**config.mk**
```make
export PLATFORM = sky130hd
export DESIGN_NAME = dcache_responder
export DESIGN_NICKNAME = d
export VERILOG_FILES = /design/src/rtl/dcache_responder.sv
export SDC_FILE = /design/constraint.sdc
export NUM_CORES = 2
export LEC_CHECK = 0
export ABC_AREA = 0
export CORE_ASPECT_RATIO = 0.6
export CORE_MARGIN = 2
export CORE_UTILIZATION = 30
export DETAILED_ROUTE_END_ITERATION = 16
export SYNTH_ARGS = -nofsm -noshare
export SYNTH_HDL_FRONTEND = slang
export SYNTH_SLANG_ARGS = --single-unit
export TNS_END_PERCENT = 50
```
**constraint.sdc**
```tcl
create_clock -name clk -period 9.6 [get_ports clk]
set_input_delay 2.88 -clock clk [delete_from_list [all_inputs] [get_ports clk]]
set_output_delay 2.88 -clock clk [all_outputs]
set_load 0.005 [all_outputs]
```
**src/rtl/dcache_responder.sv**
```systemverilog
// Memory-stage data responder: direct-mapped, write-through, no-write-allocate cache.
// Optional DCACHE_STATS_EN adds saturating hit/miss/store counters.
module dcache_responder #(
  parameter int DATA_WIDTH = 32,
  parameter int ADDR_WIDTH = 32,
  parameter int INDEX_BITS = 6
) (
  input  logic                  clk,
  input  logic                  rst,
  input  logic                  reqM,
  input  logic                  memwriteM,
  input  logic [2:0]            funct3M,
  input  logic [ADDR_WIDTH-1:0] aluresultM,
  input  logic [DATA_WIDTH-1:0] writedataM,
  output logic [DATA_WIDTH-1:0] readdataM,
  output logic                  stallM,
  output logic                  mem_req,
  output logic                  mem_we,
  output logic [ADDR_WIDTH-1:0] mem_addr,
  output logic [DATA_WIDTH-1:0] mem_wdata,
  output logic [3:0]            mem_wstrb,
  input  logic                  mem_ack,
  input  logic [DATA_WIDTH-1:0] mem_rdata
`ifdef DCACHE_STATS_EN
  ,
  output logic [31:0]           hit_count,
  output logic [31:0]           miss_count,
  output logic [31:0]           wr_count
`endif
);

  localparam int LINES = 1 << INDEX_BITS;
  localparam int TAG_W = ADDR_WIDTH - INDEX_BITS - 2;

  typedef enum logic [1:0] {IDLE, RD_MISS, WR_THRU} state_t;

  state_t                  state_q, state_d;
  logic [ADDR_WIDTH-1:0]   addr_q, addr_d;
  logic [DATA_WIDTH-1:0]   wdata_q, wdata_d;
  logic [3:0]              wstrb_q, wstrb_d;

  logic [LINES-1:0]        valid_q;
  logic [TAG_W-1:0]        tag_q  [LINES];
  logic [DATA_WIDTH-1:0]   data_q [LINES];

  logic [INDEX_BITS-1:0]   idx_in, idx_tx;
  logic [TAG_W-1:0]        tag_in, tag_tx;
  logic                    hit_in, hit_tx;
  logic                    stall, fill_en, merge_en;
  logic                    hit_ev, miss_ev, wr_ev;
  logic [DATA_WIDTH-1:0]   rdata, merged;

  function automatic logic [31:0] fmt_load(input logic [2:0] f3, input logic [1:0] off,
                                           input logic [31:0] w);
    logic [7:0]  b;
    logic [15:0] h;
    b = w[{off, 3'b000} +: 8];
    h = off[1] ? w[31:16] : w[15:0];
    case (f3)
      3'b000:  fmt_load = {{24{b[7]}}, b};
      3'b100:  fmt_load = {24'd0, b};
      3'b001:  fmt_load = {{16{h[15]}}, h};
      3'b101:  fmt_load = {16'd0, h};
      default: fmt_load = w;
    endcase
  endfunction

  assign idx_in = aluresultM[INDEX_BITS+1:2];
  assign tag_in = aluresultM[ADDR_WIDTH-1:INDEX_BITS+2];
  assign hit_in = valid_q[idx_in] && (tag_q[idx_in] == tag_in);

  // The in-flight transaction is addressed from the latched request, not the live inputs.
  assign idx_tx = addr_q[INDEX_BITS+1:2];
  assign tag_tx = addr_q[ADDR_WIDTH-1:INDEX_BITS+2];
  assign hit_tx = valid_q[idx_tx] && (tag_q[idx_tx] == tag_tx);

  always_comb begin
    for (int i = 0; i < 4; i++)
      merged[8*i +: 8] = wstrb_q[i] ? wdata_q[8*i +: 8] : data_q[idx_tx][8*i +: 8];
  end

  always_comb begin
    state_d  = state_q;
    addr_d   = addr_q;
    wdata_d  = wdata_q;
    wstrb_d  = wstrb_q;
    stall    = 1'b0;
    rdata    = '0;
    fill_en  = 1'b0;
    merge_en = 1'b0;
    hit_ev   = 1'b0;
    miss_ev  = 1'b0;
    wr_ev    = 1'b0;
    case (state_q)
      IDLE: begin
        if (reqM) begin
          if (memwriteM) begin
            stall   = 1'b1;
            state_d = WR_THRU;
            addr_d  = {aluresultM[ADDR_WIDTH-1:2], 2'b00};
            wr_ev   = 1'b1;
            case (funct3M)
              3'b000: begin
                wstrb_d = 4'b0001 << aluresultM[1:0];
                wdata_d = {4{writedataM[7:0]}};
              end
              3'b001: begin
                wstrb_d = aluresultM[1] ? 4'b1100 : 4'b0011;
                wdata_d = {2{writedataM[15:0]}};
              end
              default: begin
                wstrb_d = 4'b1111;
                wdata_d = writedataM;
              end
            endcase
          end else if (hit_in) begin
            rdata  = fmt_load(funct3M, aluresultM[1:0], data_q[idx_in]);
            hit_ev = 1'b1;
          end else begin
            stall   = 1'b1;
            state_d = RD_MISS;
            addr_d  = {aluresultM[ADDR_WIDTH-1:2], 2'b00};
            wstrb_d = 4'b0000;
            miss_ev = 1'b1;
          end
        end
      end
      RD_MISS: begin
        stall = 1'b1;
        if (mem_ack) begin
          stall   = 1'b0;
          fill_en = 1'b1;
          // Pipeline holds its inputs while stalled, so the live funct3/offset still apply.
          rdata   = fmt_load(funct3M, aluresultM[1:0], mem_rdata);
          state_d = IDLE;
        end
      end
      WR_THRU: begin
        stall = 1'b1;
        if (mem_ack) begin
          stall    = 1'b0;
          merge_en = hit_tx;
          wstrb_d  = 4'b0000;
          state_d  = IDLE;
        end
      end
      default: state_d = IDLE;
    endcase
  end

  // Reset gates the combinational outputs so a held reqM cannot raise a stall.
  assign stallM    = rst & stall;
  assign readdataM = rst ? rdata : '0;
  assign mem_req   = (state_q != IDLE);
  assign mem_we    = (state_q == WR_THRU);
  assign mem_addr  = addr_q;
  assign mem_wdata = wdata_q;
  assign mem_wstrb = wstrb_q;

  always_ff @(posedge clk or negedge rst) begin
    if (!rst) begin
      state_q <= IDLE;
      addr_q  <= '0;
      wdata_q <= '0;
      wstrb_q <= '0;
      valid_q <= '0;
    end else begin
      state_q <= state_d;
      addr_q  <= addr_d;
      wdata_q <= wdata_d;
      wstrb_q <= wstrb_d;
      if (fill_en) valid_q[idx_tx] <= 1'b1;
    end
  end

  always_ff @(posedge clk) begin
    if (fill_en) begin
      tag_q[idx_tx]  <= tag_tx;
      data_q[idx_tx] <= mem_rdata;
    end else if (merge_en) begin
      data_q[idx_tx] <= merged;
    end
  end

`ifdef DCACHE_STATS_EN
  logic [31:0] hit_q, hit_d, miss_q, miss_d, wr_q, wr_d;

  always_comb begin
    hit_d  = hit_q;
    miss_d = miss_q;
    wr_d   = wr_q;
    if (hit_ev  && hit_q  != '1) hit_d  = hit_q  + 32'd1;
    if (miss_ev && miss_q != '1) miss_d = miss_q + 32'd1;
    if (wr_ev   && wr_q   != '1) wr_d   = wr_q   + 32'd1;
  end

  always_ff @(posedge clk or negedge rst) begin
    if (!rst) begin
      hit_q  <= '0;
      miss_q <= '0;
      wr_q   <= '0;
    end else begin
      hit_q  <= hit_d;
      miss_q <= miss_d;
      wr_q   <= wr_d;
    end
  end

  assign hit_count  = hit_q;
  assign miss_count = miss_q;
  assign wr_count   = wr_q;
`endif

endmodule

```
# After elaboration in Yosys (flattened, before gate mapping)
# Memories as Yosys holds them, arrays and structs flattened.
# Index checks and enable logic that the tools add are counted.
[classes] n_lt_le_gt_ge=3 n_eq_ne=16 shifts=3 n_mux=53 n_bitwise=6 n_reduce_logical=16
[ops] cell="32-bit one-hot mux with 4 select lines" count=2
[ops] cell="32-bit two-way mux" count=7
[ops] cell="32-bit one-hot mux with 2 select lines" count=2
[ops] cell="8-bit two-way mux" count=8
[ops] cell="64-bit OR" count=1
[ops] cell="32-bit by 6-bit variable part select with 8-bit output" count=2
[ops] cell="24-bit equality test" count=2
[ops] cell="16-bit two-way mux" count=2
[ops] cell="4-bit two-way mux" count=5
[ops] cell="1-bit two-way mux" count=16
[ops] cell="4-bit one-hot mux with 2 select lines" count=2
[ops] cell="6-bit by 7-bit less-than comparator with 1-bit output (second input constant)" count=2
[ops] cell="1-bit binary-select mux with 6-bit select" count=2
[ops] cell="3-bit AND reduction" count=3
[ops] cell="2-bit two-way mux" count=4
[ops] cell="2-bit AND reduction" count=4
[ops] cell="1-bit demux with 6-bit select" count=1
[ops] cell="3-bit equality test (second input constant)" count=2
[ops] cell="6-bit by 1-bit >= comparator with 1-bit output (second input constant)" count=1
[ops] cell="1-bit != test (second input constant)" count=4
[ops] cell="2-bit by 1-bit != test with 1-bit output (second input constant)" count=2
[ops] cell="2-bit != test (second input constant)" count=2
[ops] cell="1-bit OR" count=4
[ops] cell="2-bit one-hot mux with 2 select lines" count=1
[ops] cell="13 further kinds" count=16
[totals] register_bits=134 ram_bits=3584 inputBits=104 output_inout_bits=103 wordCells=104 memories=2
[memory_table] memory="data_q" words=64 word_bits=32 rd=1 rd_clocked_by_memory_dff=0 wr=1 line_no="44" rtl="logic [DATA_WIDTH-1:0] data_q [LINES];"
[memory_table] memory="tag_q" words=64 word_bits=24 rd=2 rd_clocked_by_memory_dff=0 wr=1 line_no="43" rtl="logic [TAG_W-1:0] tag_q [LINES];"

# Logic depth before layout (Yosys ltp)
[logic_depth] ltp_word=10 mapped_depth=19 mapped_depth_nobuf=11

# Worst setup path before layout
# No wires, ideal clock.
[synth_path] path_type="input to output" startpoint="input aluresultM[2]" endpoint="output readdataM[1]" t_arrival_ps=6143 required_time_ps=6720 setup_slack_ps=577 path_stages=15 n_path_buf=9 path_cell_list="buf_6 > buf_6 > buf_6 > buf_6 > buf_6 > buf_6 > buf_4 > buf_2 > buf_2 > mux4_2 > mux4_2 > a211oi_1 > a31oi_1 > o22ai_1 > o21ai_0"
[synth_via] elab_chain_cells=8 word_cells_on_any_way=14 cone_classes="eq/ne (1); shift (1); mux (9); reduce/logical (1); memory (2)"
[synth_lines] item="from (decl)" line_no="13" rtl="input logic [ADDR_WIDTH-1:0] aluresultM,"
[synth_lines] item="memory read 64 x 32 bit, or another cell as far along"
[synth_lines] item="32-bit by 6-bit variable part select with 8-bit output, or another cell as far along" line_no="57" rtl="b = w[{off, 3'b000} +: 8];"
[synth_lines] item="32-bit one-hot mux with 4 select lines or 1-bit logical AND (tied branches)" line_no="59, 70"
[synth_lines] item="32-bit two-way mux (*)" line_no="116" rtl="end else if (hit_in) begin"
[synth_lines] item="32-bit two-way mux (*)" line_no="97" rtl="if (memwriteM) begin"
[synth_lines] item="32-bit two-way mux (*)" line_no="96" rtl="if (reqM) begin"
[synth_lines] item="32-bit one-hot mux with 2 select lines (*)" line_no="94" rtl="case (state_q)"
[synth_lines] item="32-bit two-way mux (*)" line_no="153" rtl="assign readdataM = rst ? rdata : '0;"
[synth_lines] item="to (decl)" line_no="15" rtl="output logic [DATA_WIDTH-1:0] readdataM,"
# Mark *: on every way between the ends. The rest lies on a longest branch, timed or not. The select of a mux whose other input is x is not followed.

# Worst setup path in the final report
[layout_path] startpoint="input aluresultM[5]" endpoint="output readdataM[10]"
# The elaborated chain is that of the path after synthesis.

==> results.md <==
* Multi-input logic area at 0.0461 mm²
* TritonCTS Buffers at 371
* Clk sinks at 3716
* Worst setup margin at -0.678 ns
* GRT Residual Overflow at 0
* Total wire length at 641000 µm
* FF-to-FF End: data_q[42][15]$_DFFE_PP_
* Setup TNS Final at -19.56 ns
* CP most frequent cell: buf_12
* CTS Root Cell: clkbuf_16
* CTS tree: built
* Reg clk slew, reported paths at 0.06 ns
* DP HPWL at 431000 µm
* DIE HEIGHT at 569 µm
* Placed instance area at 0.178 mm²
* Skew final at 0.0553 ns
* Most frequent cells after synthesis: 3584 x edfxtp_1, 1133 x mux4_2, 469 x nor2_1, 389 x mux2i_1, 378 x nand2_1
* Worst Hold Depth at 1
* Hold Path Sink: valid_q[35]$_DFFE_PN0P_
* Non-Filler Instances at 16921
* First-pass GRT wire length at 850000 µm
* Initial Utilization at 30.1%
* Worst Path Max Fanout at 19
* RR Startpoint: mem_addr[2]$_DFFE_PN0P_
* Distinct cells, synth at 90
* Post-synth top area cell: edfxtp_1
* Post-layout util at 36.0%
* Worst-Margin Slew at 1.55 ns
* Die ar. at 0.538 mm²
* # setup viols final at 33
* Hold Violations, Final at 0
* P per Cell Area at 246 mW/mm²
* PortBufs at 204
* Tmin final at 10.28 ns
* Post-synthesis register bit count at 3716
* GPL Wtd Cong at 1.01
* GRT Total Usage at 22.8%
* Sequential area share after synthesis at 69.5%
* Reg2reg setup slack at 1.76 ns
* Slowest CP cell: nor4_4
* Worst slew margin at -3.48%
* Die W at 946 µm
* Vias/cell at 5.99
* WP data arrival at 7.40 ns
* Core area at 0.530 mm²
* H-Tree Depth at 5
* Endpoint class of the critical path: primary output
* Placed Cells incl. Taps at 16186
* Failing checks: max-capacitance violations, max-slew violations, negative setup slack
* Leak pwr at 61.9 nW
* Critical Path Max Stage Delay at 0.51 ns
* Mean post-synth cell area at 19.1 µm²
* Setup WS pre-CTS at -1.43 ns
* Syn Std Cell Area at 0.160 mm²
* Synth Warn # at 0
* Final ANT Viol Nets at 0
* Max Freq at 97.3 MHz
* Crit-path cells: clkbuf_16 -> buf_12 -> buf_4 -> nand2_1 -> nor3_1 -> a211o_1 -> a221oi_2 -> nand3_2 -> nor4_4 -> buf_4 -> nand4_1 -> nor4_2 -> nand4_1 -> buf_12 -> buf_12 -> buf_16 -> o21ai_4 -> clkbuf_2
* Fillers at 48757
* Num rows at 207
* Synth top area share at 67.4%
* Peak supply drop at 0.000182 V
* Max_cap viols at 1
* Vias in the first global route at 96191
* Via count at 101333
* Finished Cell Area at 0.191 mm²
* Hold Buf Count CTS at 0
* Ranking of synthesized cells by area: edfxtp_1 67%, mux4_2 16%, mux2i_1 2.4%
* Post-route DRC at 0
* Clock latency at the later pin of the worst-skew pair at 1.01 ns
* First-pass DRT Iterations at 6
* Initial antenna violation count at 66
* Largest net degree at the start of global routing at 95
* Synth Instances at 8371
* Dominant synthesized flop cell: edfxtp_1
* Final Max Slew Viols at 16
* CP startpoint kind: input port
* Hold Crit Class: reg2reg
* Status: complete, but fails checks
* CP Class: in2out
* Hold_sp: valid_q[35]$_DFFE_PN0P_
* FF/Latch Area at 0.111 mm²
* Worst r2r path cells at 17
* Nets at 9596
* Post-synth EDFFs at 3584
* Iteration-0 DRC Markers at 20486
* Clk buf depth at 4
* RSZ-0062 raised after global routing: true
* Required @ worst endpoint at 6.72 ns
* Layout area overhead at 19.5%
* Avg WL per Cell at 37.9 µm
* Count leader, synth: edfxtp_1
* Final period util at 107%
* Top Ports at 207
* Async SR Flop Fraction at 3.55%
* Share of cells above drive strength 1 at 34.2%
-- worst max path at each step --
stage | startpoint | endpoint | depth (start not counted)
2_1_floorplan | aluresultM[2] | readdataM[1] | 15
3_5_place_dp | aluresultM[2] | readdataM[7] | 18
5_1_grt | aluresultM[2] | readdataM[2] | 18
4_1_cts | aluresultM[2] | readdataM[7] | 17
3_3_place_gp | aluresultM[2] | readdataM[23] | 18
6_report | aluresultM[5] | readdataM[10] | 18
-- report_power, final --
| part | leakage (nW) | internal [mW] | total (mW) | switching [mW] |
|---|---|---|---|---|
| registers | 33.9 | 19.2 | 19.8 | 0.626 |
| clock network | 5.85 | 8.19 | 14.7 | 6.49 |
| logic | 22.1 | 3.78 | 12.4 | 8.63 |
| total | 61.9 | 31.2 | 46.9 | 15.7 |
-- cells by family (layout without fill, tap and decap cells) --
family / after synthesis / in the layout / synth area share (%)
compound gates: 1081 / 1081 / 4.88
flops: 3716 / 3716 / 69.5
other cells: 1 / 28 / 0.00235
simple gates: 1194 / 1194 / 3.40
buf+inv: 634 / 2051 / 2.27
xor+xnor: 35 / 35 / 0.192
mux: 1706 / 1706 / 19.7
fa+ha+maj: 4 / 4 / 0.0314
-- layer usage --
layer	wire length (µm)	vias up	GRT usage, %
met5	655	-	0.602
met4	29000	52	8.33
met3	111000	1502	11.3
met2	247000	8992	29.8
met1	253000	53338	32.3
li1	-	37449	-
-- what timing repair did --
item	4_1_cts	5_1_grt
setup endpoints to repair	33	33
buffers inserted	1	28
pin swaps	7	33
cloned	1	5
resized for setup	65	140
-- flip-flops by register name, summed over array words and instances, names as in the netlist --
name       count
state_q        2
mem_addr      30
mem_wstrb      4
tag_q       1536
mem_wdata     32
data_q      2048
valid_q       64
-- cell type report --
type                    instances  area share [%]
diodes                         26          0.0341
clock buffers                 455            5.12
clock inverters               219            1.16
inverters                      30          0.0721
multi-input cells            4022            24.2
flip-flops and latches       3716            58.2
well taps                    7106            4.66
repair buffers               1347            6.64
-- metrics by stage --
step / hold WS (ns) / power, mW
after floorplan: 0.450 / 25.8
after detailed placement: 0.478 / 31.8
after global placement: 0.470 / 31.6
final: 0.493 / 46.9
after global routing: 0.503 / 47.6
after CTS: 0.490 / 46.3
-- critical path: cells and delay by family --
kind	cells	cell delay (ns)
AND/OR/NAND/NOR	7	2.16
buffers and inverters	8	1.51
AO/OA/AOI/OAI	3	0.78
-- cells in the final DEF, fill, tap and decap left out, drive strengths merged, types with 20 or more instances in the layout --
cell type / netlist / final
diode: 0 / 26
a21oi: 147 / 147
a211oi: 22 / 22
a22oi: 143 / 143
inv: 30 / 43
nand4: 26 / 26
clkinv: 0 / 153
dfrtp: 132 / 132
nor2: 474 / 474
buf: 446 / 1162
clkbuf: 158 / 473
clkdlybuf4s50: 0 / 163
o22a: 27 / 27
nor2b: 30 / 30
mux2i: 389 / 389
nand3b: 29 / 29
mux4: 1133 / 1133
or2: 71 / 71
nand2: 378 / 378
bufinv: 0 / 34
a221o: 42 / 42
o22ai: 111 / 111
nand3: 58 / 58
a221oi: 199 / 199
nor3: 20 / 20
a22o: 20 / 20
a31oi: 23 / 23
o221ai: 35 / 35
edfxtp: 3584 / 3584
mux2: 184 / 184
o21ai: 176 / 176
No activity file was read; power rests on OpenSTA's default activity.
